$ cat src/rtl/dmux4way_dispatch_if.sv
// dmux4way_dispatch_if: producer-side valid/ready handshake, the four-channel
// consumer side, the DMux4Way select, flush and busy status for the dispatcher.
interface dmux4way_dispatch_if #(
    parameter int WIDTH = 16
);
    logic             in_valid;
    logic             in_ready;
    logic [WIDTH-1:0] in_data;
    logic [3:0]       out_valid;
    logic [3:0]       out_ready;
    logic [WIDTH-1:0] out_data;
    logic [1:0]       sel;
    logic             flush;
    logic             busy;

    // Environment side: producer, consumers and flush control
    modport master (
        output in_valid, in_data, out_ready, flush,
        input  in_ready, out_valid, out_data, sel, busy
    );

    // Dispatcher side
    modport slave (
        input  in_valid, in_data, out_ready, flush,
        output in_ready, out_valid, out_data, sel, busy
    );
endinterface

$ cat src/rtl/dmux4way_dispatch.sv
// dmux4way_dispatch: one-entry round-robin dispatcher in front of a DMux4Way.
// Holds one word and steers it to one of four channels through sel; out_valid
// is the held valid bit demuxed by sel. in_ready is the only combinational
// output. Optional macro DISPATCH_SKIP_EN: at load time the target skips
// ahead to the first ready channel in rotation order (falls back to the
// rotation pointer when none is ready).
module dmux4way_dispatch #(
    parameter int WIDTH = 16
) (
    input logic                 clk,
    input logic                 reset,
    dmux4way_dispatch_if.slave  bus
);
    typedef enum logic {
        ST_EMPTY,
        ST_FULL
    } state_t;

    state_t           r_state;
    logic [1:0]       r_ptr;
    logic [1:0]       r_sel;
    logic [WIDTH-1:0] r_data;

    logic             w_full;
    logic             w_deliver;
    logic             w_in_ready;
    logic             w_accept;
    logic [1:0]       w_base;
    logic [1:0]       w_target;

    assign w_full     = (r_state == ST_FULL);
    assign w_deliver  = w_full & bus.out_ready[r_sel];
    assign w_in_ready = ~reset & ~bus.flush & (~w_full | w_deliver);
    assign w_accept   = bus.in_valid & w_in_ready;

    // Target channel for a word loaded this cycle; the rotation base is the
    // channel after the one being delivered when back-to-back, else ptr
`ifdef DISPATCH_SKIP_EN
    logic       w_found;
    logic [1:0] w_idx;

    always_comb begin
        w_base   = w_full ? (r_sel + 2'd1) : r_ptr;
        w_target = w_base;
        w_found  = 1'b0;
        w_idx    = w_base;
        for (int unsigned k = 0; k < 4; k++) begin
            w_idx = w_base + 2'(k);
            if (!w_found && bus.out_ready[w_idx]) begin
                w_target = w_idx;
                w_found  = 1'b1;
            end
        end
    end
`else
    always_comb begin
        w_base   = w_full ? (r_sel + 2'd1) : r_ptr;
        w_target = w_base;
    end
`endif

    // Dispatcher FSM: one-entry holding register, target select and rotation pointer
    always_ff @(posedge clk) begin
        if (reset) begin
            r_state <= ST_EMPTY;
            r_ptr   <= '0;
            r_sel   <= '0;
            r_data  <= '0;
        end else if (bus.flush) begin
            // A delivery coinciding with flush still counts toward rotation
            r_state <= ST_EMPTY;
            if (w_deliver) begin
                r_ptr <= r_sel + 2'd1;
            end
        end else begin
            case (r_state)
                ST_EMPTY: begin
                    if (w_accept) begin
                        r_state <= ST_FULL;
                        r_data  <= bus.in_data;
                        r_sel   <= w_target;
                    end
                end
                ST_FULL: begin
                    if (w_deliver) begin
                        r_ptr <= r_sel + 2'd1;
                        if (w_accept) begin
                            r_data <= bus.in_data;
                            r_sel  <= w_target;
                        end else begin
                            r_state <= ST_EMPTY;
                        end
                    end
                end
                default: r_state <= ST_EMPTY;
            endcase
        end
    end

    assign bus.in_ready  = w_in_ready;
    assign bus.busy      = w_full;
    assign bus.sel       = r_sel;
    assign bus.out_data  = r_data;
    assign bus.out_valid = w_full ? (4'b0001 << r_sel) : 4'b0000;
endmodule

$ cat src/flat_wrapper.sv
// flat-port wrapper written by rule: the top's interface ports become plain ports
module dmux4way_dispatch_flat 
#(
    parameter int WIDTH = 16
)
  (clk, reset, bus_in_valid, bus_in_data, bus_out_ready, bus_flush, bus_in_ready, bus_out_valid, bus_out_data, bus_sel, bus_busy);
  dmux4way_dispatch_if #(.WIDTH(WIDTH)) bus_i ();
  input logic clk;
  input logic reset;
  input wire logic [$bits(bus_i.in_valid)-1:0] bus_in_valid;
  input wire logic [$bits(bus_i.in_data)-1:0] bus_in_data;
  input wire logic [$bits(bus_i.out_ready)-1:0] bus_out_ready;
  input wire logic [$bits(bus_i.flush)-1:0] bus_flush;
  output wire logic [$bits(bus_i.in_ready)-1:0] bus_in_ready;
  output wire logic [$bits(bus_i.out_valid)-1:0] bus_out_valid;
  output wire logic [$bits(bus_i.out_data)-1:0] bus_out_data;
  output wire logic [$bits(bus_i.sel)-1:0] bus_sel;
  output wire logic [$bits(bus_i.busy)-1:0] bus_busy;
  assign bus_i.in_valid = bus_in_valid;
  assign bus_i.in_data = bus_in_data;
  assign bus_i.out_ready = bus_out_ready;
  assign bus_i.flush = bus_flush;
  assign bus_in_ready = bus_i.in_ready;
  assign bus_out_valid = bus_i.out_valid;
  assign bus_out_data = bus_i.out_data;
  assign bus_sel = bus_i.sel;
  assign bus_busy = bus_i.busy;
  dmux4way_dispatch #(.WIDTH(WIDTH)) u_core (.clk(clk), .reset(reset), .bus(bus_i));
endmodule
$ cat config.mk
export PLATFORM = sky130hd
export DESIGN_NAME = dmux4way_dispatch_flat
export DESIGN_NICKNAME = d
export VERILOG_FILES = /design/src/rtl/dmux4way_dispatch_if.sv /design/src/rtl/dmux4way_dispatch.sv /design/src/flat_wrapper.sv
export SDC_FILE = /design/constraint.sdc
export NUM_CORES = 1
export LEC_CHECK = 0
export ABC_AREA = 1
export BUFFER_PORTS_ARGS = -buffer_cell sky130_fd_sc_hd__clkbuf_2
export CAP_MARGIN = 20
export CORE_ASPECT_RATIO = 0.9
export CORE_MARGIN = 2
export CORE_UTILIZATION = 52
export CTS_CLUSTER_SIZE = 16
export DETAILED_ROUTE_END_ITERATION = 7
export GPL_ROUTABILITY_DRIVEN = 0
export PLACE_DENSITY_LB_ADDON = 0.25
export SLEW_MARGIN = 20
export SYNTH_ARGS = -nofsm -noshare
export SYNTH_HDL_FRONTEND = slang
export SYNTH_SLANG_ARGS = --single-unit
$ cat constraint.sdc
create_clock -name clk -period 3.55 [get_ports clk]
set_input_delay 0.355 -clock clk [delete_from_list [all_inputs] [get_ports clk]]
set_output_delay 0.355 -clock clk [all_outputs]
set_load 0.005 [all_outputs]
==> impl_metrics.toml <==
[run_status]
status = "complete, no violations"

[cells_and_area]
layout-drive-gt1-share_pct = 28.2
diodes = 0
mostFrequentLayoutCells = "inv_1 (60), nand2_1 (49), clkbuf_2 (47)"
final_common_cell = "inv_1"
fin_area_mm2 = 0.00150
area_growth_syn_to_layout_pct = 18.5
nNetsFinal = 267

[logic_synthesis]
syn_nets = 223
seq_area_frac_synth_pct = 33.2
ys_warn_count = 0
synth.avg_cell_area_um2 = 6.49
syn_area_mm2 = 0.00126
synth_cells = 195
synth_cell_types = 20
synth-seq-cells = 21

[run]
drv_cap = 0

[floorplanning]
io_pins = 48
core-area_mm2 = 0.00224
die_w_um = 56.0
chipHeight_um = 50.8
start_util_pct = 56.4
rows = 16
dieArea_mm2 = 0.00284

[critical_path]
crit_buf_inv = 2
critPathTopFamily = "flip-flops"
startpoint_type = "flip-flop"
cp_max_fo = 7
cpPeakStageDelay_ns = 0.47
crit_arrival_ns = 1.32
critPathCaptureType = "output port"
path_cells = "inv_2 -> nand2_1 -> nand3_2 -> nand2_4 -> a21oi_1 -> clkbuf_2"
critPathKind = "flip-flop to output port"
slowest_stage = "dfxtp_1"
required_ns = 3.19

[power_and_ir_drop]
p_comb_share_pct = 20.6
pwr-share-clk_pct = 24.5
p_leak_nw = 0.904
seqPwrFrac_pct = 54.9
ir_drop_mv = 0.200
intPower_w = 0.000332
p_sw_share_pct = 28.7
p_sw_w = 0.000134
p_per_area_mw_per_mm2 = 311

[sta]
hold_violations = 0
maxClockFrequency_mhz = 596
fin_crit_ns = 1.68
fin_crit_sh_pct = 47.3
rsz0062_at_grt = "false"
tightestPinTransition_ns = 0.455
setup_violations = 0
maxSlewHeadroom_pct = 69.5
fin_skew_ns = 0.00350
tns_ns = 0
final-max-slew-violation-count = 0

[drt]
routedWlPerCell_um = 8.94
vias = 1163
drtIter0Drc = 25
via_per_inst = 4.39
drtPass1Iterations = 4
drc = 0
final_antenna_net_count = 0
drt-total-wl_mm = 2.37

[grt]
antenna_found_initial = 0
grt_max_degree = 21
grt_pass1_vias = 986
grt_pass1_wl_mm = 4.05
grt.overflow.total = 0
grt_usage_pct = 17.5

[clock_tree]
numCtsBuffers = 3
cts_tree = "done"
clkTransAtPathRegs_ns = 0.12
htree_num_levels = 1
insertion_delay_ns = 0.30
post_cts_buffers = 0
hold_buffers = 0
cts.sinks = 21
clockBufferDepth = 2
clockRootBuffer = "clkbuf_4"
cts_resized = 0

[placed_design]
dp_hpwl_mm = 1.77
port_buffers = 47
place_area_mm2 = 0.00147

[worst_hold_path]
min-delay-path-class = "input port to flip-flop"
==> power groups by stage <==
| stage | Combinational [W] | Clock [W] | Sequential (W) |
|---|---|---|---|
| floorplan | 0.0000666 | 0 | 0.000261 |
| CTS | 0.0000971 | 0.000118 | 0.000256 |
| detailed placement | 0.0000965 | 0 | 0.000262 |
| global placement | 0.0000959 | 0 | 0.000261 |
| finish | 0.0000959 | 0.000114 | 0.000256 |
| global route | 0.000111 | 0.000129 | 0.000258 |
==> Yosys cell counts <==
cell type / count / share of area [%]
buf_8: 1 / 1.2
nor2_2: 9 / 4.5
clkinv_1: 1 / 0.30
nand3_4: 1 / 1.4
o21ai_0: 1 / 0.40
buf_6: 1 / 0.89
dfxtp_1: 21 / 33
nand2_2: 1 / 0.49
nand4_1: 18 / 8.9
buf_4: 3 / 1.8
nor2_1: 11 / 3.3
ha_1: 4 / 4.0
buf_2: 4 / 1.6
inv_1: 60 / 18
nand3_2: 2 / 1.6
inv_2: 1 / 0.30
nand2_4: 2 / 1.8
a21oi_1: 4 / 1.6
nand2_1: 49 / 15
a21boi_0: 1 / 0.59
==> state kept, by name, indices dropped and copies added, names as in the netlist <==
signal / count
u_core.bus.out_data: 16
u_core.bus.sel: 2
u_core.bus.busy: 1
u_core.r_ptr: 2
==> logic make-up after synthesis <==
family                     count (synthesis)  synth area share (%)
AOI/OAI and AO/OA                          6                  2.57
DFF                                       21                  33.2
buffers and inverters                     71                  23.8
adders and majority gates                  4                  3.96
and+or+nand+nor                           93                  36.4
==> per-stage QoR <==
stage | total power [W] | hold slack, ns | setup WS [ns] | util, % | cells
after CTS | 0.000471 | 0.247 | 1.86 | 66.9 | 265
after detailed placement | 0.000358 | 0.459 | 2.04 | 65.7 | 261
final | 0.000467 | 0.253 | 1.87 | 66.9 | 265
after global placement | 0.000357 | 0.455 | 2.06 | 65.7 | 261
after global routing | 0.000498 | 0.248 | 1.74 | 66.9 | 265
after floorplan | 0.000328 | 0.424 | 2.04 | - | 195
==> worst paths after layout <==
kind	from	endpoint	slack, ns	depth (start not counted)
setup reg to reg	u_core.bus.sel[0]$_SDFFE_PP0P_	u_core.bus.out_data[12]$_SDFFE_PP0P_	2.07	9
hold / removal	reset	u_core.r_ptr[0]$_SDFFE_PP0P_	0.25	2
setup / recovery	u_core.bus.sel[0]$_SDFFE_PP0P_	bus_in_ready	1.87	6
hold reg to reg	u_core.r_ptr[0]$_SDFFE_PP0P_	u_core.r_ptr[0]$_SDFFE_PP0P_	0.48	2
==> routing by layer <==
layer | track usage (%) | vias to the layer above | share of wire [%]
li1 | - | 650 | -
met1 | 23.9 | 482 | 50
met2 | 28.4 | 29 | 44
met3 | 3.35 | 2 | 5.6
met4 | 4.76 | 0 | 0.55
met5 | 0 | - | 0
==> final cells by class <==
class                      count  area (µm²)
clock buffer                   4        26.3
fill                         224         743
inverter                      62         233
multi-input combinational    103         543
sequential                    21         420
tap                           27        33.8
timing repair buffer          48         243
No activity file was read; power rests on OpenSTA's default activity.
